--- src/rtl/transpose_pkg.sv ---
// rtl/transpose_pkg.sv - shared types and default constants for transpose_bank
//
// Purpose: state and direction enums for the auto-repeat FSM, default
// parameter values for transpose_bank, and the button-to-direction decode.
// Ports: none (package).

package transpose_pkg;

    typedef enum logic [1:0] {
        IDLE   = 2'd0,
        DELAY  = 2'd1,
        REPEAT = 2'd2
    } rpt_state_e;

    typedef enum logic [1:0] {
        NONE = 2'd0,
        UP   = 2'd1,
        DN   = 2'd2
    } dir_e;

    localparam int DEF_W       = 5;
    localparam int DEF_NCH     = 4;
    localparam int DEF_MIN_V   = 0;
    localparam int DEF_MAX_V   = 19;
    localparam int DEF_DEF_V   = 7;
    localparam int DEF_WRAP    = 0;
    localparam int DEF_RPT_DLY = 50000000;
    localparam int DEF_RPT_PER = 10000000;

    // Both buttons pressed together means "no request".
    function automatic dir_e decode_dir(input logic up, input logic dn);
        if (up && !dn) begin
            return UP;
        end else if (dn && !up) begin
            return DN;
        end
        return NONE;
    endfunction

endpackage

--- src/rtl/transpose_bank_btn_repeat.sv ---
// rtl/transpose_bank_btn_repeat.sv - press/hold auto-repeat step generator
//
// Purpose: turns a held direction into one immediate step, then a step after
// RPT_DLY cycles, then one step every RPT_PER cycles while the same direction
// stays held. Any change of direction drops back to IDLE without a step.
// Ports:
//   clk        clock, rising edge
//   rst        synchronous active-high reset
//   i_dir      requested direction (dir_e encoding)
//   o_step_up  combinational one-cycle increment request
//   o_step_dn  combinational one-cycle decrement request

import transpose_pkg::*;

module btn_repeat #(
    parameter int RPT_DLY = DEF_RPT_DLY,
    parameter int RPT_PER = DEF_RPT_PER
) (
    input  logic       clk,
    input  logic       rst,
    input  logic [1:0] i_dir,
    output logic       o_step_up,
    output logic       o_step_dn
);

    localparam logic [31:0] DLY_LAST = 32'(RPT_DLY - 1);
    localparam logic [31:0] PER_LAST = 32'(RPT_PER - 1);

    rpt_state_e  r_state;
    dir_e        r_ldir;
    logic [31:0] r_cnt;

    dir_e        w_dir;
    dir_e        w_step;
    rpt_state_e  w_state_nxt;
    dir_e        w_ldir_nxt;
    logic [31:0] w_cnt_nxt;

    assign w_dir = dir_e'(i_dir);

    always_comb begin
        w_step      = NONE;
        w_state_nxt = r_state;
        w_ldir_nxt  = r_ldir;
        w_cnt_nxt   = r_cnt;
        case (r_state)
            IDLE: begin
                if (w_dir != NONE) begin
                    w_step      = w_dir;
                    w_ldir_nxt  = w_dir;
                    w_cnt_nxt   = '0;
                    w_state_nxt = DELAY;
                end
            end
            DELAY: begin
                // Release, both-pressed and reversal all look like dir != ldir.
                if (w_dir != r_ldir) begin
                    w_state_nxt = IDLE;
                    w_cnt_nxt   = '0;
                end else if (r_cnt == DLY_LAST) begin
                    w_step      = r_ldir;
                    w_cnt_nxt   = '0;
                    w_state_nxt = REPEAT;
                end else begin
                    w_cnt_nxt = r_cnt + 32'd1;
                end
            end
            REPEAT: begin
                if (w_dir != r_ldir) begin
                    w_state_nxt = IDLE;
                    w_cnt_nxt   = '0;
                end else if (r_cnt == PER_LAST) begin
                    w_step    = r_ldir;
                    w_cnt_nxt = '0;
                end else begin
                    w_cnt_nxt = r_cnt + 32'd1;
                end
            end
            default: begin
                w_state_nxt = IDLE;
                w_cnt_nxt   = '0;
            end
        endcase
    end

    always_ff @(posedge clk) begin
        if (rst) begin
            r_state <= IDLE;
            r_ldir  <= NONE;
            r_cnt   <= '0;
        end else begin
            r_state <= w_state_nxt;
            r_ldir  <= w_ldir_nxt;
            r_cnt   <= w_cnt_nxt;
        end
    end

    assign o_step_up = (w_step == UP);
    assign o_step_dn = (w_step == DN);

endmodule

--- src/rtl/transpose_bank.sv ---
// rtl/transpose_bank.sv - multi-channel bounded shift-value register bank
//
// Purpose: NCH independent W-bit values kept in [MIN_V, MAX_V], stepped up or
// down by two level buttons with press-and-hold auto-repeat, on the channel
// addressed by ch_sel. Boundary behaviour is saturate (WRAP=0) or wrap (WRAP=1).
// Ports:
//   clk, rst   clock (rising edge), synchronous active-high reset
//   btn_dn     decrement request level
//   btn_up     increment request level
//   ch_sel     target channel; out-of-range values are ignored
//   ch_rst     restore selected channel to DEF_V (wins over a step)
//   shift_all  every channel, channel i at [i*W +: W]
//   shift_sel  selected channel value (0 when ch_sel is out of range)
//   changed    pulse: a stored value changed on the previous edge
//   at_min     selected channel equals MIN_V
//   at_max     selected channel equals MAX_V

import transpose_pkg::*;

module transpose_bank #(
    parameter int W       = DEF_W,
    parameter int NCH     = DEF_NCH,
    parameter int MIN_V   = DEF_MIN_V,
    parameter int MAX_V   = DEF_MAX_V,
    parameter int DEF_V   = DEF_DEF_V,
    parameter int WRAP    = DEF_WRAP,
    parameter int RPT_DLY = DEF_RPT_DLY,
    parameter int RPT_PER = DEF_RPT_PER,
    localparam int SELW   = (NCH > 1) ? $clog2(NCH) : 1
) (
    input  logic             clk,
    input  logic             rst,
    input  logic             btn_dn,
    input  logic             btn_up,
    input  logic [SELW-1:0]  ch_sel,
    input  logic             ch_rst,
    output logic [NCH*W-1:0] shift_all,
    output logic [W-1:0]     shift_sel,
    output logic             changed,
    output logic             at_min,
    output logic             at_max
);

    if (!(NCH >= 1 && W >= 1 && W < 31 && MIN_V >= 0 && MIN_V <= DEF_V &&
          DEF_V <= MAX_V && MAX_V < (1 << W) && RPT_DLY >= 1 && RPT_PER >= 1))
    begin : g_bad_params
        $error("transpose_bank: illegal parameter combination");
    end

    localparam logic [W-1:0] L_MIN = W'(MIN_V);
    localparam logic [W-1:0] L_MAX = W'(MAX_V);
    localparam logic [W-1:0] L_DEF = W'(DEF_V);

    logic [W-1:0] r_val [NCH];
    logic         r_changed;

    logic [1:0]   w_dir;
    logic         w_up;
    logic         w_dn;
    logic         w_sel_ok;
    logic [W-1:0] w_cur;
    logic [W-1:0] w_nxt;

    assign w_dir = decode_dir(btn_up, btn_dn);

    btn_repeat #(
        .RPT_DLY (RPT_DLY),
        .RPT_PER (RPT_PER)
    ) u_btn_repeat (
        .clk       (clk),
        .rst       (rst),
        .i_dir     (w_dir),
        .o_step_up (w_up),
        .o_step_dn (w_dn)
    );

    assign w_sel_ok = (32'(ch_sel) < 32'(NCH));

    // Mux by loop so that non-power-of-two NCH never indexes past the array.
    always_comb begin
        w_cur = '0;
        for (int i = 0; i < NCH; i++) begin
            if (SELW'(i) == ch_sel) begin
                w_cur = r_val[i];
            end
        end
    end

    always_comb begin
        w_nxt = w_cur;
        if (ch_rst) begin
            w_nxt = L_DEF;
        end else if (w_up) begin
            if (w_cur == L_MAX) begin
                w_nxt = (WRAP != 0) ? L_MIN : w_cur;
            end else begin
                w_nxt = w_cur + W'(1);
            end
        end else if (w_dn) begin
            if (w_cur == L_MIN) begin
                w_nxt = (WRAP != 0) ? L_MAX : w_cur;
            end else begin
                w_nxt = w_cur - W'(1);
            end
        end
    end

    always_ff @(posedge clk) begin
        if (rst) begin
            for (int i = 0; i < NCH; i++) begin
                r_val[i] <= L_DEF;
            end
            r_changed <= 1'b0;
        end else begin
            // Pulse only on a real value change, so a saturated step or a
            // ch_rst on a channel already at DEF_V stays silent.
            r_changed <= w_sel_ok && (w_nxt != w_cur);
            for (int i = 0; i < NCH; i++) begin
                if (w_sel_ok && (SELW'(i) == ch_sel)) begin
                    r_val[i] <= w_nxt;
                end
            end
        end
    end

    always_comb begin
        shift_all = '0;
        for (int i = 0; i < NCH; i++) begin
            shift_all[i*W +: W] = r_val[i];
        end
    end

    assign shift_sel = w_sel_ok ? w_cur : '0;
    assign at_min    = w_sel_ok && (w_cur == L_MIN);
    assign at_max    = w_sel_ok && (w_cur == L_MAX);
    assign changed   = r_changed;

endmodule
--- config.mk ---
export PLATFORM = sky130hd
export DESIGN_NAME = transpose_bank
export DESIGN_NICKNAME = d
export VERILOG_FILES = /design/src/rtl/transpose_pkg.sv /design/src/rtl/transpose_bank_btn_repeat.sv /design/src/rtl/transpose_bank.sv
export SDC_FILE = /design/constraint.sdc
export NUM_CORES = 1
export LEC_CHECK = 0
export CAP_MARGIN = 0
export CORE_MARGIN = 2
export CORE_UTILIZATION = 58
export CTS_CLUSTER_SIZE = 28
export DETAILED_ROUTE_END_ITERATION = 8
export PLACE_DENSITY_LB_ADDON = 0.15
export SKIP_LAST_GASP = 1
export SLEW_MARGIN = 20
export SYNTH_ARGS = -nofsm -noshare
export SYNTH_HDL_FRONTEND = slang
export SYNTH_SLANG_ARGS = --single-unit
export TNS_END_PERCENT = 20
--- constraint.sdc ---
create_clock -name clk -period 4 [get_ports clk]
set_clock_uncertainty 0.2 [all_clocks]
set_input_delay 0.8 -clock clk [delete_from_list [all_inputs] [get_ports clk]]
set_output_delay 0.8 -clock clk [all_outputs]
set_load 0.1 [all_outputs]
# Word level (Yosys, flattened, before mapping)
# Memory sizes are Yosys's and may differ from the RTL's.
# Index checks and enable logic that the tools add are counted.
[totals]
in_bits = 7
n_memories = 1
reg_bits = 37
output_inout_bits = 28
mem_bits_rw = 20
elab_cells = 86
[memory_table]
columns = ["memory", "words", "word_bits", "rd", "rd_clocked_by_memory_dff", "write_ports", "line_no", "rtl"]
rows = [
  ["r_val", 4, 5, 4, 0, 4, "transpose_bank.sv:54", "logic [W-1:0] r_val [NCH];"],
]
[classes]
muxes = 49
eq_ne = 15
bitwise = 4
add_sub_neg = 3
reduce_logical = 10
[ops]
columns = ["cell", "count"]
rows = [
  ["two-way mux 32 bit", 5],
  ["case mux 32 bit (3 select lines)", 1],
  ["two-way mux 5 bit", 13],
  ["adder 32 x 1 -> 32 bit, second input constant", 1],
  ["equality test 32 x 24 -> 1 bit, second input constant", 1],
  ["equality test 32 x 26 -> 1 bit, second input constant", 1],
  ["two-way mux 2 bit", 12],
  ["two-way mux 1 bit", 16],
  ["case mux 2 bit (3 select lines)", 2],
  ["adder 5 x 1 -> 5 bit, second input constant", 1],
  ["equality test 5 bit, second input constant", 1],
  ["logical NOT 5 bit", 1],
  ["inequality test 5 bit", 1],
  ["subtractor 5 x 1 -> 5 bit, second input constant", 1],
  ["equality test 2 x 1 -> 1 bit, second input constant", 2],
  ["equality test 2 bit, first input constant", 2],
  ["equality test 2 bit, second input constant", 2],
  ["logical NOT 2 bit", 2],
  ["inequality test 2 x 1 -> 1 bit, second input constant", 2],
  ["bitwise OR 1 bit", 4],
  ["inequality test 3 x 1 -> 1 bit, second input constant", 1],
  ["AND reduction 3 bit", 1],
  ["equality test 1 x 2 -> 1 bit, first input constant", 1],
  ["logical AND 1 bit", 2],
  ["other kinds (4)", 5],
]

# Longest topological paths before layout
[depth]
ltp_word = 13
mapped_depth = 10
ltp_nobuf = 9

# Hierarchy
# A second synthesis with hierarchy kept.
[unflattened]
cells_unflattened = 421
area_unflattened_um2 = 3575.9
[modules_own_cells]
columns = ["module", "area_each_um2", "n_inst", "cells_per_inst", "seq_area_each_um2"]
rows = [
  ["btn_repeat", 2202.1, 1, 295, 720.7],
  ["transpose_bank", 1373.8, 1, 126, 620.6],
]

# Worst setup path after synthesis
# Ideal clock, no wire load.
[synth_timing]
kind = "in2reg"
startpoint = "in ch_sel[0]"
endpoint = "mem r_val[3][2] (netlist bit), data pin"
path_slack_ps = -1287
cell_stages = 9
t_arrival_ps = 4808
required_ps = 3521
path_cell_list = "buf_2 > mux4_2 > inv_1 > ha_1 > nor4b_2 > or2_2 > nor4_2 > nor3_2 > o2111ai_1"
[synth_rtl]
columns = ["item", "line_no", "rtl"]
rows = [
  ["start, declared", "transpose_bank.sv:35", "input logic [SELW-1:0] ch_sel,"],
  ["end, declared", "transpose_bank.sv:54", ""],
]

# Worst setup path after layout
[layout_timing]
startpoint = "in ch_sel[0]"
endpoint = "out at_min"
[layout_via]
elab_chain_cells = 6
[layout_lines]
columns = ["item", "line_no", "rtl"]
rows = [
  ["logical NOT 2 bit", "transpose_bank.sv:83", "if (SELW'(i) == ch_sel) begin"],
  ["two-way mux 5 bit (3 in series)", "transpose_bank.sv:83", ""],
  ["two-way mux 5 bit *", "transpose_bank.sv:83", ""],
  ["logical NOT 5 bit *", "transpose_bank.sv:134", "assign at_min = w_sel_ok && (w_cur == L_MIN);"],
  ["end, declared", "transpose_bank.sv:40", "output logic at_min,"],
]
# Mark *: on every way between the ends. The rest lies on a longest branch, timed or not.

==> flow_summary.json <==
{
  "outcome": "complete, no violations",
  "yosysWarnings": 0,
  "root_buffer": "clkbuf_8",
  "finalCritPeriodShare": 0.956,
  "die_area_um2": 6930,
  "wl_per_cell_um": 17.6,
  "ys_async_sr_fraction": 0,
  "core_um2": 5990,
  "cp_slowest_stage_delay_ns": 0.57,
  "syn_area_um2": 3640,
  "synth_ff_type": "dfxtp_1",
  "worstPathMaxFanout": 15,
  "final_common_cell": "dfxtp_1",
  "slowest_stage": "mux4_2",
  "cts_setup_buffers": 0,
  "syn-num-nets": 429,
  "slew_headroom": 0.321,
  "end_kind": "output port",
  "setup_viol": 0,
  "layout-drive-gt1-share": 0.168,
  "dp.cells": 511,
  "finalCriticalPeriod_ns": 3.83,
  "required_ns": 3.00,
  "grt.total_usage": 0.278,
  "ys_seq_elements": 57,
  "fp-row-count": 28,
  "htree_levels": 3,
  "arrival_ns": 2.83,
  "drt-total-wl_um": 9260,
  "n_antenna_cell": 0,
  "crit_chain": "clkdlybuf4s50_1 -> buf_12 -> mux4_2 -> inv_2 -> ha_4 -> nor4b_4 -> buf_4 -> buf_12",
  "insertion_delay_ns": 0.35,
  "viasPerCell": 6.68,
  "rsz0062_at_grt": "no",
  "p_per_area_nw_per_um2": 338,
  "final_cell_mix": "37 x dfxtp_1, 34 x nor2_1, 31 x nand2_1",
  "worst-setup-path-type": "input port to output port",
  "grt-ovfl-total": 0,
  "numPortBuffers": 34,
  "hpwlAfterDp_um": 6650,
  "synth_edf_count": 20,
  "crit_path_start_kind": "input port",
  "max_cap_violations": 0,
  "drv_slew": 0,
  "drtIter0Drc": 254,
  "die_w_um": 83.3,
  "ys_seq_area_frac": 0.368,
  "ios": 35,
  "vias": 3520,
  "synth_area_per_cell_um2": 8.89,
  "placed_area_um2": 4190,
  "cts_tree": "done",
  "antenna_found_initial": 0,
  "synthCells": 410,
  "finalInstanceArea_um2": 4420,
  "syn_to_final_growth_pct": 21.2,
  "firstDrtPassIters": 5,
  "worst_slew_pin_slew_ns": 1.02,
  "grt_start_max_net_pins": 31,
  "hold_ws_ns": 0.275,
  "grt_pass1_wl_um": 15800,
  "path_buf_inv": 5,
  "grt_pass1_vias": 3352,
  "power_mw": 1.49,
  "hold_class": "flip-flop to flip-flop",
  "nets": 466,
  "clk_pin_slew_ns": 0.07,
  "r2r_slack_ns": 1.12,
  "max_freq_ghz": 0.261,
  "cts_num_sinks": 57,
  "path_common_cell": "buf_12",
  "cts_repair_resize_count": 0,
  "holdBufCountCts": 0,
  "ir_drop_mv": 0.259,
  "yosysUniqueCellTypes": 67,
  "cts_inserted_buffers": 9,
  "initial_core_util": 0.608,
  "hold_viol": 0,
  "leakage_nw": 1.46,
  "gp_congestion": 0.929,
  "cp_top_family": "buffers and inverters",
  "drcViolationCount": 0,
  "ant_nets": 0,
  "cts_buffer_depth": 2,
  "chipHeight_um": 83.3,
  "layout.cells.non_filler": 527
}
[metrics by stage]
step / setup slack, ns / setup TNS [ns] / util
3_3_place_gp: 0.152 / 0 / 0.699
5_1_grt: 0.107 / 0 / 0.737
6_report: 0.174 / 0 / 0.737
3_5_place_dp: 0.124 / 0 / 0.699
2_1_floorplan: -0.284 / -3.90 / -
4_1_cts: 0.169 / 0 / 0.737
[sequential cells by signal, summed over array words and instances, names as in the netlist]
register              cells
u_btn_repeat.r_cnt       32
u_btn_repeat.r_ldir       2
u_btn_repeat.r_state      2
changed                   1
r_val                    20
[layer usage]
metal	up-vias	global-route usage	wire [um]
met5	-	0	0
met4	0	0.133	317
met3	36	0.0537	670
met2	178	0.477	4620
met1	1660	0.335	3650
li1	1646	-	-
[where the power goes]
group	switching, mW	internal, mW	leakage, nW	total, mW
Clock	0.260	0.355	0.106	0.616
Combinational	0.181	0.0825	0.885	0.263
Sequential	0.00579	0.609	0.471	0.615
[Yosys cell counts (all sizes together) (7+ instances only)]
master,n,share of area
nand3,27,0.040
dfxtp,37,0.20
edfxtp,20,0.16
o21ai,29,0.040
nor3,20,0.030
a21oi,31,0.045
a311oi,15,0.036
inv,14,0.014
clkbuf,10,0.010
nor4,11,0.033
or3,7,0.012
nand2,31,0.032
and3,9,0.017
and2,7,0.012
a31oi,10,0.017
buf,15,0.024
nand4,8,0.018
nor2,34,0.035
ha,12,0.041
[logic make-up after synthesis]
logic type / count (synthesis) / share of synthesized area
AO/OA/AOI/OAI: 114 / 0.213
XOR/XNOR: 2 / 0.00481
adder cells (fa/ha/maj): 12 / 0.0412
buffers and inverters: 39 / 0.0491
flip-flops: 57 / 0.368
multiplexers: 7 / 0.0364
AND/OR/NAND/NOR: 179 / 0.287
[area by class of cell]
class                   instances  area, um^2
repair buffers                 51         551
multi-input cells             314        2150
clock buffers                   9         124
flip-flops and latches         57        1340
fillers                       417        1580
clock inverters                 7         101
well taps                      75        93.8
inverters                      14        52.6
[worst reg2reg max path: cells and delay by family (launching register included)]
kind / cells / cell delay [ns]
simple gates: 3 / 0.94
flops: 1 / 0.46
compound gates: 4 / 1.03
[worst paths after layout]
| path | from | end | depth (start not counted) |
|---|---|---|---|
| setup / recovery | ch_sel[0] | at_min | 8 |
| hold reg to reg | u_btn_repeat.r_cnt[31] | u_btn_repeat.r_cnt[31] | 2 |
| setup reg to reg | u_btn_repeat.r_cnt[20] | r_val[0][2] | 7 |
| hold / removal | u_btn_repeat.r_cnt[31] | u_btn_repeat.r_cnt[31] | 2 |
Power figures use the tool's default switching activity.
